[config.mk]
export PLATFORM = sky130hd
export DESIGN_NAME = dac_channel_sequencer
export DESIGN_NICKNAME = d
export VERILOG_FILES = /design/src/rtl/dac_channel_sequencer.sv
export SDC_FILE = /design/constraint.sdc
export NUM_CORES = 1
export LEC_CHECK = 0
export BUFFER_PORTS_ARGS = -buffer_cell sky130_fd_sc_hd__buf_2
export CORE_ASPECT_RATIO = 1.2
export CORE_UTILIZATION = 30
export CTS_CLUSTER_SIZE = 30
export DETAILED_ROUTE_END_ITERATION = 12
export SKIP_CTS_REPAIR_TIMING = 1
export SLEW_MARGIN = 20
export SYNTH_ARGS = -nofsm -noshare
export SYNTH_HDL_FRONTEND = slang
export SYNTH_SLANG_ARGS = --single-unit
[constraint.sdc]
create_clock -name clock -period 2.6 [get_ports clock]
set_input_delay 0.52 -clock clock [delete_from_list [all_inputs] [get_ports clock]]
set_output_delay 0.52 -clock clock [all_outputs]
set_load 0.02 [all_outputs]
[src/rtl/dac_channel_sequencer.sv]
// Round-robin writer that time-multiplexes NUM_CH channel words onto one shared
// parallel DAC bus. Each slot runs setup, strobe and hold phases. Optionally, a
// channel whose word has not changed since its last write is skipped.
//
// state  | meaning
// IDLE   | no slot in progress; a decision is made every cycle while enabled
// SETUP  | select/data driven, strobe low
// STROBE | write_signal high
// HOLD   | select/data held after strobe; the last cycle is the next decision
module dac_channel_sequencer #(
    parameter int NUM_CH    = 4,
    parameter int DATA_W    = 8,
    parameter int SEL_W     = 2,
    parameter int SETUP_CYC = 4,
    parameter int WR_CYC    = 8,
    parameter int HOLD_CYC  = 4
) (
    input  logic                     clock,
    input  logic                     reset,
    input  logic                     enable,
    input  logic                     only_changed,
    input  logic [NUM_CH-1:0]        ch_enable,
    input  logic [NUM_CH*DATA_W-1:0] ch_data,
    output logic                     write_signal,
    output logic [SEL_W-1:0]         gest_select,
    output logic [DATA_W-1:0]        gest_out,
    output logic                     frame_done
);

    localparam int MAX_SW  = (SETUP_CYC > WR_CYC) ? SETUP_CYC : WR_CYC;
    localparam int MAX_CYC = (MAX_SW > HOLD_CYC) ? MAX_SW : HOLD_CYC;
    localparam int CNT_W   = (MAX_CYC > 1) ? $clog2(MAX_CYC) : 1;

    localparam logic [CNT_W-1:0] SETUP_LD = CNT_W'(SETUP_CYC - 1);
    localparam logic [CNT_W-1:0] WR_LD    = CNT_W'(WR_CYC - 1);
    localparam logic [CNT_W-1:0] HOLD_LD  = CNT_W'(HOLD_CYC - 1);

    typedef enum logic [1:0] {IDLE, SETUP, STROBE, HOLD} state_t;

    state_t              state_q, state_d;
    logic [CNT_W-1:0]    cnt_q, cnt_d;
    logic [SEL_W-1:0]    sel_q, sel_d;
    logic [DATA_W-1:0]   out_q, out_d;
    logic [SEL_W-1:0]    last_ch_q, last_ch_d;
    logic [DATA_W-1:0]   shadow_q [NUM_CH];
    logic [DATA_W-1:0]   shadow_d [NUM_CH];
    logic [NUM_CH-1:0]   valid_q, valid_d;

    logic [NUM_CH-1:0]   elig;
    logic                any_elig;
    logic                hi_found;
    logic                wrap;
    logic [SEL_W-1:0]    pick_lo, pick_hi, pick;
    logic [DATA_W-1:0]   data_lo, data_hi, pick_data;
    logic                decide;

    assign gest_select = sel_q;
    assign gest_out    = out_q;

    // Eligibility and round-robin pick; descending scan so the lowest index wins.
    always_comb begin
        elig     = '0;
        pick_lo  = '0;
        pick_hi  = '0;
        data_lo  = '0;
        data_hi  = '0;
        hi_found = 1'b0;
        for (int i = NUM_CH - 1; i >= 0; i--) begin
            elig[i] = ch_enable[i] &
                      (~only_changed | ~valid_q[i] |
                       (ch_data[i*DATA_W +: DATA_W] != shadow_q[i]));
            if (elig[i]) begin
                pick_lo = SEL_W'(i);
                data_lo = ch_data[i*DATA_W +: DATA_W];
                if (i > int'(last_ch_q)) begin
                    hi_found = 1'b1;
                    pick_hi  = SEL_W'(i);
                    data_hi  = ch_data[i*DATA_W +: DATA_W];
                end
            end
        end
        any_elig  = |elig;
        wrap      = ~hi_found;
        pick      = hi_found ? pick_hi : pick_lo;
        pick_data = hi_found ? data_hi : data_lo;
    end

    // Slot sequencing, shadow capture and slot-start decision.
    always_comb begin
        state_d      = state_q;
        cnt_d        = cnt_q;
        sel_d        = sel_q;
        out_d        = out_q;
        last_ch_d    = last_ch_q;
        shadow_d     = shadow_q;
        valid_d      = valid_q;
        write_signal = 1'b0;
        frame_done   = 1'b0;
        decide       = 1'b0;

        case (state_q)
            IDLE: decide = 1'b1;
            SETUP: begin
                if (cnt_q == '0) begin
                    state_d = STROBE;
                    cnt_d   = WR_LD;
                end else begin
                    cnt_d = cnt_q - 1'b1;
                end
            end
            STROBE: begin
                write_signal = 1'b1;
                if (cnt_q == WR_LD) begin
                    for (int i = 0; i < NUM_CH; i++) begin
                        if (SEL_W'(i) == last_ch_q) begin
                            shadow_d[i] = out_q;
                            valid_d[i]  = 1'b1;
                        end
                    end
                end
                if (cnt_q == '0) begin
                    state_d = HOLD;
                    cnt_d   = HOLD_LD;
                end else begin
                    cnt_d = cnt_q - 1'b1;
                end
            end
            HOLD: begin
                if (cnt_q == '0) begin
                    decide     = 1'b1;
                    frame_done = ~any_elig | wrap;
                end else begin
                    cnt_d = cnt_q - 1'b1;
                end
            end
            default: state_d = IDLE;
        endcase

        if (decide) begin
            if (enable && any_elig) begin
                state_d   = SETUP;
                cnt_d     = SETUP_LD;
                sel_d     = pick;
                out_d     = pick_data;
                last_ch_d = pick;
            end else begin
                state_d = IDLE;
            end
        end
    end

    // State register; reset aborts any slot in progress and invalidates shadows.
    always_ff @(posedge clock) begin
        if (reset) begin
            state_q   <= IDLE;
            cnt_q     <= '0;
            sel_q     <= '0;
            out_q     <= '0;
            last_ch_q <= SEL_W'(NUM_CH - 1);
            valid_q   <= '0;
        end else begin
            state_q   <= state_d;
            cnt_q     <= cnt_d;
            sel_q     <= sel_d;
            out_q     <= out_d;
            last_ch_q <= last_ch_d;
            valid_q   <= valid_d;
        end
    end

    // Shadow words carry no reset; their valid bits gate their use.
    always_ff @(posedge clock) begin
        shadow_q <= shadow_d;
    end

endmodule
==> run summary, run 1 <==
### Run status
* finished, violations left — result of the run
* negative setup slack — failing checks

### Floorplanning
* 109.2 um — Chip Height
* 9982 um^2 — Die Footprint
* 52 — number of ports placed on the die boundary
* 91.37 um — width of the die
* 31.33% — starting density of the core
* 38 — count of standard-cell rows
* 9176 um^2 — placeable core area

### STA
* 59.77% — worst relative slew slack
* 0 — Final Max Tran Viols
* 0 — Hold Vio Cnt, Final
* 2.738 ns — post-layout minimum cycle time
* 0.007874 ns — Max Clock Skew
* -0.1382 ns — setup_tns
* yes — setup repair after global routing missed its margin
* 0.3652 GHz — Fmax
* 1 — # setup viols final
* -0.1382 ns — Final Worst Setup Slack
* 105.3% — fin crit share
* 0.6035 ns — Slew @ Worst Pin

### Setup path
* 2.22 ns — CP Data Arrival Time
* output pin — type of element capturing the critical path
* reg2out — critical setup path kind
* 0.44 ns — biggest cell delay along the critical path
* nor2b_1, a2111o_1, o41a_1, nand2b_1, o211a_4, and3_4, buf_6 — cells along the critical path
* register — critical path startpoint category
* 1 — Critical path buffers and inverters
* o41a_1 — Slowest-stage cell, CP
* compound AO/OA/AOI/OAI gates — cell class contributing the biggest share of worst-path delay
* 2.08 ns — Data required, critical path
* 4 — worst-path fanout max

### Finish
* 0 — number of diodes added for antenna fixing
* 1381 um^2 — Register Area
* 26.94% — Synth-to-Final Area Change
* 28.37% — proportion of layout cells with a drive suffix above 1
* 39.77% — post-layout utilization of the core
* 1351 um^2 — area of combinational cells with multiple inputs
* 411 — final-stage net count
* 915 — Layout fillers

### Clock network
* 53 — number of sinks handled by clock tree synthesis
* 2 — # H-tree levels
* 2 — maximum buffer depth of the clock tree
* clkbuf_8 — cell at the root of the clock tree
* 5 — TritonCTS buffer count
* 0.31 ns — insertion delay to the later sink of the worst-skew pair
* 0.09 ns — clock-pin slew on the worst setup and hold paths
* yes — TritonCTS clock tree

### GRT
* 16.33% — overall track demand over capacity in global routing
* 12.27 mm — first-pass GRT wire length
* 22 — maximum number of pins on one net before global-route repair
* 2,428 — vias in the first global route
* 0 — total overflow reported by the global router
* 0 — antenna violations before repair

### Run
* 0 — max-capacitance violation count

### Detailed routing
* 16.37 um — detailed-route wire length per cell
* 0 — DRC Markers
* 4 — Pre-Repair DR Iteration Count
* 132 — DRC violation total after the first TritonRoute iteration
* 7.906 mm — Total Wirelength
* 5.025 — drt via density
* 0 — Post-DRT Antenna Nets
* 2,427 — number of vias in the routed layout

### Yosys
* 48.04% — share of synthesized area occupied by flip-flops and latches
* 32 — Post-synth EDFFs
* 44 — number of unique standard cell types used by synthesis
* 10.42 um^2 — mean post-synth cell area
* 0 — count of yosys warnings during synthesis
* 33.42% — fraction of post-synthesis cell area in the top cell type by area
* edfxtp_1 — dominant cell by count in the synthesized netlist
* edfxtp_1, nor2_1, inv_1 — most frequent cells after synthesis
* 0% — Async SR Flop Fraction
* 276 — synthesized netlist cell count
* edfxtp_1, dfxtp_1, xnor2_1, ha_1, nor2_1 — cell types occupying the most area after synthesis
* 2875 um^2 — netlist area before placement
* 53 — number of flip-flops and latches in the synthesized netlist
* 325 — Synthesized Nets
* edfxtp_1 — top cell type by total area after synthesis
* edfxtp_1 — flip-flop cell with the highest count after synthesis

### Placed design
* 0.8456 — global placer's final weighted congestion
* 51 — count of buffers inserted at the top-level ports
* 6.115 mm — half-perimeter wire length after placement
* -0.2518 ns — pre-CTS worst setup slack

### Pwr
* 1.468 nW — leakage
* 688.7 nW/um^2 — power density over the cells
* 0.2423 mV — largest vdd supply drop

### Worst hold path
* reg2reg — classification of the worst-slack hold path

[flip-flops by register name, indices dropped and copies added (netlist names)]
name,flops
cnt_q,3
gest_out,8
gest_select,2
last_ch_q,2
shadow_q,32
state_q,2
valid_q,4
[final cells by class]
class	count	share of cell area [%]
Sequential cell	53	37.85
Clock buffer	7	2.091
Timing Repair Buffer	87	15.94
Clock inverter	1	0.1028
Tap cell	120	4.114
Inverter	28	2.880
Multi-Input combinational cell	187	37.02
[where the power goes]
group          switching, W  internal (W)  total, W
Combinational      0.000515      0.000406  0.000922
Sequential         0.000124       0.00102   0.00115
Clock              0.000258      0.000188  0.000446
Total              0.000897       0.00162   0.00251
[per-layer routing]
layer | wire length [um] | up-vias | global-route usage, %
met2 | 4144 | 73 | 31.39
met4 | 157 | 0 | 5.556
met1 | 3129 | 1140 | 18.09
met5 | 0 | - | 0
met3 | 475 | 13 | 2.929
li1 | - | 1201 | -
[worst reg2reg max path, delay by kind of cell (launching register included)]
| kind | cells | cell delay [ns] |
|---|---|---|
| AO/OA/AOI/OAI | 4 | 1.38 |
| flip-flops | 1 | 0.41 |
| buffers and inverters | 2 | 0.33 |
| AND/OR/NAND/NOR | 1 | 0.15 |
[stage by stage]
stage	instance area [um^2]	power, W	hold slack [ns]	instances
after floorplan	2884	0.001719	0.4399	276
after global placement	3538	0.002060	0.4445	472
after detailed placement	3538	0.002088	0.4566	472
after CTS	3618	0.002530	0.4760	480
after global routing	3650	0.002679	0.5102	483
final	3650	0.002514	0.4716	483
[cells in the final DEF, fill, tap and decap left out, types with 2 or more instances in the layout]
cell and instances:
a2111o_1 2, a21oi_1 11, a221o_1 7, a311oi_1 6
a311oi_2 2, and3_1 3, buf_12 4, buf_2 50
buf_4 32, clkbuf_1 2, clkbuf_8 5, dfxtp_1 21
edfxtp_1 32, ha_1 9, inv_1 28, nand2_1 8
nand2b_1 5, nand3_1 16, nand4_1 2, nor2_1 28
nor2b_1 4, nor3_1 7, o21ai_0 12, o221ai_1 10
o22a_1 7, or3_1 2, xnor2_1 26
[final timing paths]
kind | from | end | slack, ns | cells past startpoint
max | shadow_q[5]$_DFFE_PP_ | frame_done | -0.14 | 7
min | gest_select[1]$_SDFFE_PP0P_ | gest_select[1]$_SDFFE_PP0P_ | 0.47 | 2
max reg2reg | shadow_q[5]$_DFFE_PP_ | gest_out[3]$_SDFFE_PP0P_ | 0.26 | 7
min reg2reg | gest_select[1]$_SDFFE_PP0P_ | gest_select[1]$_SDFFE_PP0P_ | 0.47 | 2
[cell families (layout without fill, tap and decap cells)]
logic type                 after synthesis  count (layout)  synth area share, %
DFF                                     53              53                48.04
buffers and inverters                   36             123                5.396
AOI/OAI and AO/OA                       72              72                21.15
adders and majority gates                9               9                3.917
and+or+nand+nor                         80              80                13.58
xor gates and xnor gates                26              26                7.920
Note: power is estimated with default switching activity, not from simulation.
==> inputs of run 2 (changes only) <==
CAP_MARGIN = 15   (was unset)
CORE_ASPECT_RATIO = unset   (was 1.2)
==> run summary, run 2 (synthesized netlist as in run 1, its figures left out) <==
### Floorplanning
* 30.97% — starting density of the core, -0.36 points
* 52 — number of ports placed on the die boundary, unchanged
* 99.90 um — width of the die, +9.3%
* 35 — count of standard-cell rows, -7.9%
* 9284 um^2 — placeable core area, +1.2%
* 9980 um^2 — Die Footprint, about the same
* 99.90 um — Chip Height, -8.6%

### Clock network
* 2 — maximum buffer depth of the clock tree, unchanged
* 2 — # H-tree levels, unchanged
* 5 — TritonCTS buffer count, unchanged
* yes — TritonCTS clock tree
* 0.30 ns — insertion delay to the later sink of the worst-skew pair, about the same
* 0.08 ns — clock-pin slew on the worst setup and hold paths, about the same
* clkbuf_8 — cell at the root of the clock tree
* 53 — number of sinks handled by clock tree synthesis, unchanged

### Pwr
* 0.002531 W — total power, +0.69%
* 0.2275 mV — largest vdd supply drop, -6.1%
* 690.7 nW/um^2 — power density over the cells, +0.28%
* 1.476 nW — leakage, +0.52%

### GRT
* 0 — total overflow reported by the global router, unchanged
* 22 — maximum number of pins on one net before global-route repair, unchanged
* 2,369 — vias in the first global route, -2.4%
* 16.13% — overall track demand over capacity in global routing, -0.20 points
* 12.14 mm — first-pass GRT wire length, -1.0%
* 0 — antenna violations before repair, unchanged

### Placed design
* 0.8424 — global placer's final weighted congestion, -0.38%
* 3532 um^2 — area post-placement, -0.18%
* 6.227 mm — half-perimeter wire length after placement, +1.8%
* 482 — cell count after placement, +2.1%
* 51 — count of buffers inserted at the top-level ports, unchanged

### Detailed routing
* 8.158 mm — Total Wirelength, +3.2%
* 4 — Pre-Repair DR Iteration Count, unchanged
* 2,472 — number of vias in the routed layout, +1.9%
* 137 — DRC violation total after the first TritonRoute iteration, +3.8%
* 5.024 — drt via density, about the same
* 0 — Post-DRT Antenna Nets, unchanged
* 0 — DRC Markers, unchanged
* 16.58 um — detailed-route wire length per cell, +1.3%

### Worst hold path
* reg2reg — classification of the worst-slack hold path
* gest_select[1]$_SDFFE_PP0P_ — launch instance of the worst min-delay path

### STA
* 58.37% — worst relative slew slack, -1.4 points
* 2.708 ns — post-layout minimum cycle time, -0.03056 ns
* 104.1% — fin crit share, -1.2 points
* 0.3693 GHz — Fmax, +1.1%
* -0.1076 ns — Final Worst Setup Slack, +0.03056 ns
* 0 — Hold Vio Cnt, Final, unchanged
* 0.01238 ns — Max Clock Skew, +0.004505 ns
* 1 — # setup viols final, unchanged
* 0.6245 ns — Slew @ Worst Pin, +0.02105 ns
* yes — setup repair after global routing missed its margin
* 0 — Final Max Tran Viols, unchanged
* -0.1076 ns — setup_tns, +0.03056 ns

### Finish
* 0 — number of diodes added for antenna fixing, unchanged
* buf_2, buf_4, edfxtp_1 — most used cells in the layout excluding fill and tap cells
* 29.75% — proportion of layout cells with a drive suffix above 1, +1.4 points
* 969 — Layout fillers, +5.9%
* 492 — number of standard cells in the final layout excluding fillers, +1.9%
* shadow_q — Reg with most FFs
* buf_2 — most frequent standard cell in the layout excluding fill and tap cells
* 3665 um^2 — final instance area, +0.41%
* 32 — max reg flops, unchanged
* 27.46% — Synth-to-Final Area Change
* 411 — final-stage net count, unchanged

### Setup path
* 2.08 ns — Data required, critical path, about the same
* shadow_q[5]$_DFFE_PP_ — Reg-to-Reg Start
* output pin — type of element capturing the critical path
* 3 — worst-path fanout max, -1
* 2.19 ns — CP Data Arrival Time, -0.03 ns
* in2out — critical setup path kind
* primary input — critical path startpoint category
* only_changed — start point of the critical path

### Run status
* finished, violations left — result of the run
* negative setup slack — failing checks

### Run
* 0 — max-capacitance violation count, unchanged

==> run 2: cell counts in the layout (fill, tap and decap cells not counted) <==
No cell type changed its count.
==> run 2: final cells by class <==
class / instances / area, um^2 / area share, %
multi-input cells: 187 / 1379 / 37.62
clock buffers: 7 / 76.32 / 2.083
inverters: 28 / 105.1 / 2.868
repair buffers: 87 / 556.8 / 15.19
clock inverters: 1 / 3.754 / 0.1024
well taps: 129 / 161.4 / 4.404
flip-flops and latches: 53 / 1383 / 37.73
==> run 2: worst max-delay path: stages <==
cell      delay, ns
buf_2          0.14
nand2_1        0.08
a2111o_1       0.42
o41ai_4        0.35
or3_1          0.21
o211a_4        0.18
and3_4         0.18
buf_6          0.11
==> run 2: path summary, 6_finish.rpt <==
kind | endpoint | slack, ns | cells past startpoint
setup / recovery | frame_done | -0.11 | 8
setup reg to reg | gest_out[3]$_SDFFE_PP0P_ | 0.17 | 8
hold / removal | gest_select[1]$_SDFFE_PP0P_ | 0.47 | 2
hold reg to reg | gest_select[1]$_SDFFE_PP0P_ | 0.47 | 2
==> run 2: per-layer routing <==
metal  track usage [%]  part of all wire (%)  vias to the layer above
met2             26.95                    47                       67
met1             21.23                    46                     1204
met3             3.482                   6.4                        4
met4             3.959                  0.75                        0
li1                  -                     -                     1197
met5                 0                     0                        -
==> run 2: power breakdown <==
group          switching, W  internal, W
logic              0.000524     0.000411
registers          0.000122      0.00102
clock network      0.000264     0.000189
==> run 2: per-stage QoR <==
step / worst slack, ns / util (%) / hold WS (ns)
after floorplan: -0.05872 / - / 0.4399
after global routing: -0.1755 / 39.47 / 0.5011
final: -0.1076 / 39.47 / 0.4745
after global placement: -0.2130 / 38.05 / 0.4533
after CTS: -0.2464 / 38.91 / 0.4757
after detailed placement: -0.2411 / 38.05 / 0.4548
==> inputs of run 3 (changes only) <==
CORE_UTILIZATION = 50   (was 30)
PLACE_DENSITY = 0.76   (was unset)
==> run summary, run 3 (synthesized netlist as in run 1, its figures left out) <==
### Worst hold path
* 2 — cell count of the worst hold path, unchanged
* gest_select[1]$_SDFFE_PP0P_ — WHS Endpoint
* gest_select[1]$_SDFFE_PP0P_ — launch instance of the worst min-delay path
* reg2reg — classification of the worst-slack hold path

### GRT
* 0 — total overflow reported by the global router, unchanged
* 12.16 mm — first-pass GRT wire length, +0.16%
* 22 — maximum number of pins on one net before global-route repair, unchanged
* 2,520 — vias in the first global route, +6.4%
* 26.84% — overall track demand over capacity in global routing, +11 points
* 0 — antenna violations before repair, unchanged

### Finish
* buf_2 — most frequent standard cell in the layout excluding fill and tap cells
* 450 — Layout fillers, -54%
* 0 — number of diodes added for antenna fixing, unchanged
* 64.21% — post-layout utilization of the core, +25 points
* 32 — max reg flops, unchanged
* 23.72% — Synth-to-Final Area Change
* 28.93% — proportion of layout cells with a drive suffix above 1, -0.83 points
* 412 — final-stage net count, +0.24%
* buf_2, buf_4, edfxtp_1 — most used cells in the layout excluding fill and tap cells
* shadow_q — Reg with most FFs

### Detailed routing
* 0 — Post-DRT Antenna Nets, unchanged
* 4 — Pre-Repair DR Iteration Count, unchanged
* 2,513 — number of vias in the routed layout, +1.7%
* 7.624 mm — Total Wirelength, -6.5%
* 0 — DRC Markers, unchanged
* 169 — DRC violation total after the first TritonRoute iteration, +23%
* 5.777 — drt via density, +15%
* 17.53 um — detailed-route wire length per cell, +5.7%

### STA
* 63.19% — worst relative slew slack, +4.8 points
* 0.008914 ns — Max Clock Skew, -0.003464 ns
* 0.3695 GHz — Fmax, about the same
* 0 — Final Max Tran Viols, unchanged
* -0.1065 ns — Final Worst Setup Slack, +0.001095 ns
* 2.707 ns — post-layout minimum cycle time, -0.001095 ns
* 0 — Hold Vio Cnt, Final, unchanged
* yes — setup repair after global routing missed its margin
* -0.1065 ns — setup_tns, +0.001095 ns
* 0.4751 ns — final-layout worst hold slack, +0.0006870 ns
* 104.1% — fin crit share, about the same
* 1 — # setup viols final, unchanged
* 0.5522 ns — Slew @ Worst Pin, -0.07233 ns

### Floorplanning
* 27 — count of standard-cell rows, -23%
* 77.83 um — Chip Height, -22%
* 51.90% — starting density of the core, +21 points
* 5540 um^2 — placeable core area, -40%
* 6058 um^2 — Die Footprint, -39%
* 52 — number of ports placed on the die boundary, unchanged
* 77.83 um — width of the die, -22%

### Clock network
* 0.31 ns — insertion delay to the later sink of the worst-skew pair, about the same
* 2 — maximum buffer depth of the clock tree, unchanged
* clkbuf_8 — cell at the root of the clock tree
* 53 — number of sinks handled by clock tree synthesis, unchanged
* 0.08 ns — clock-pin slew on the worst setup and hold paths, about the same
* yes — TritonCTS clock tree
* 5 — TritonCTS buffer count, unchanged
* 2 — # H-tree levels, unchanged

### Setup path
* 2.19 ns — CP Data Arrival Time, about the same
* gest_out[4]$_SDFFE_PP0P_ — destination of the worst register-to-register timing path
* output pin — type of element capturing the critical path
* shadow_q[6]$_DFFE_PP_ — Reg-to-Reg Start
* in2out — critical setup path kind
* 9 — Reg2Reg Depth, +1
* 3 — worst-path fanout max, unchanged
* o41a_1 — Slowest-stage cell, CP
* 2.08 ns — Data required, critical path, about the same
* 0.43 ns — biggest cell delay along the critical path, about the same
* 0.15 ns — setup slack of the most critical reg-to-reg path, -0.02 ns
* buf_2, nor2b_1, a2111o_1, o41a_1, nand2b_1, o211a_4, and3_4, buf_6 — cells along the critical path
* primary input — critical path startpoint category

### Run status
* finished, violations left — result of the run
* negative setup slack — failing checks

### Pwr
* 0.3773 mV — largest vdd supply drop, +66%
* 1.460 nW — leakage, -1.1%
* 697.6 nW/um^2 — power density over the cells, +1.0%

### Placed design
* 5.755 mm — half-perimeter wire length after placement, -7.6%
* 51 — count of buffers inserted at the top-level ports, unchanged
* 0.9190 — global placer's final weighted congestion, +9.1%

### Run
* 0 — max-capacitance violation count, unchanged

## run 3: stage by stage
step	area, um^2	total power [W]	instances	setup slack [ns]
2_1_floorplan	2884	0.001719	276	-0.05872
3_3_place_gp	3456	0.002011	426	-0.1867
3_5_place_dp	3456	0.002048	426	-0.2068
4_1_cts	3533	0.002479	433	-0.2137
5_1_grt	3557	0.002629	435	-0.1616
6_report	3557	0.002481	435	-0.1065
## run 3: layout make-up
class / instances / area [um^2] / share of cell area [%]
clock buffers: 6 / 72.57 / 2.040
inverters: 28 / 105.1 / 2.955
clock inverters: 1 / 5.005 / 0.1407
repair buffers: 88 / 551.8 / 15.51
multi-input cells: 187 / 1351 / 37.99
well taps: 72 / 90.09 / 2.533
flip-flops and latches: 53 / 1381 / 38.83
## run 3: worst max-delay path: cells and delay by family
family	cells	cell delay [ns]
buffers and inverters	2	0.22
AOI/OAI and AO/OA	3	1.01
and+or+nand+nor	3	0.44
## run 3: power breakdown
group          switching [W]  leakage [nW]  total [W]  internal, W
combinational       0.000514         0.953   0.000896     0.000382
sequential          0.000125         0.466    0.00115      0.00102
clock               0.000255        0.0410   0.000439     0.000184
## run 3: per-layer routing
layer / GRT usage [%] / routed length, um / share of wire [%] / vias up
met2: 45.04 / 3577 / 47 / 107
met5: 0 / 0 / 0 / -
li1: - / - / - / 1199
met4: 13.02 / 295 / 3.9 / 0
met3: 5.765 / 540 / 7.1 / 27
met1: 32.58 / 3210 / 42 / 1180
## run 3: worst max-delay path by stage
| stage | cells after the start | end | startpoint | slack [ns] |
|---|---|---|---|---|
| 2_1_floorplan | 7 | frame_done | ch_data[11] | -0.06 |
| 3_3_place_gp | 8 | frame_done | ch_data[31] | -0.19 |
| 3_5_place_dp | 8 | frame_done | ch_data[31] | -0.21 |
| 4_1_cts | 8 | frame_done | ch_data[31] | -0.21 |
| 5_1_grt | 7 | frame_done | shadow_q[6]$_DFFE_PP_ | -0.16 |
| 6_report | 8 | frame_done | ch_data[31] | -0.11 |
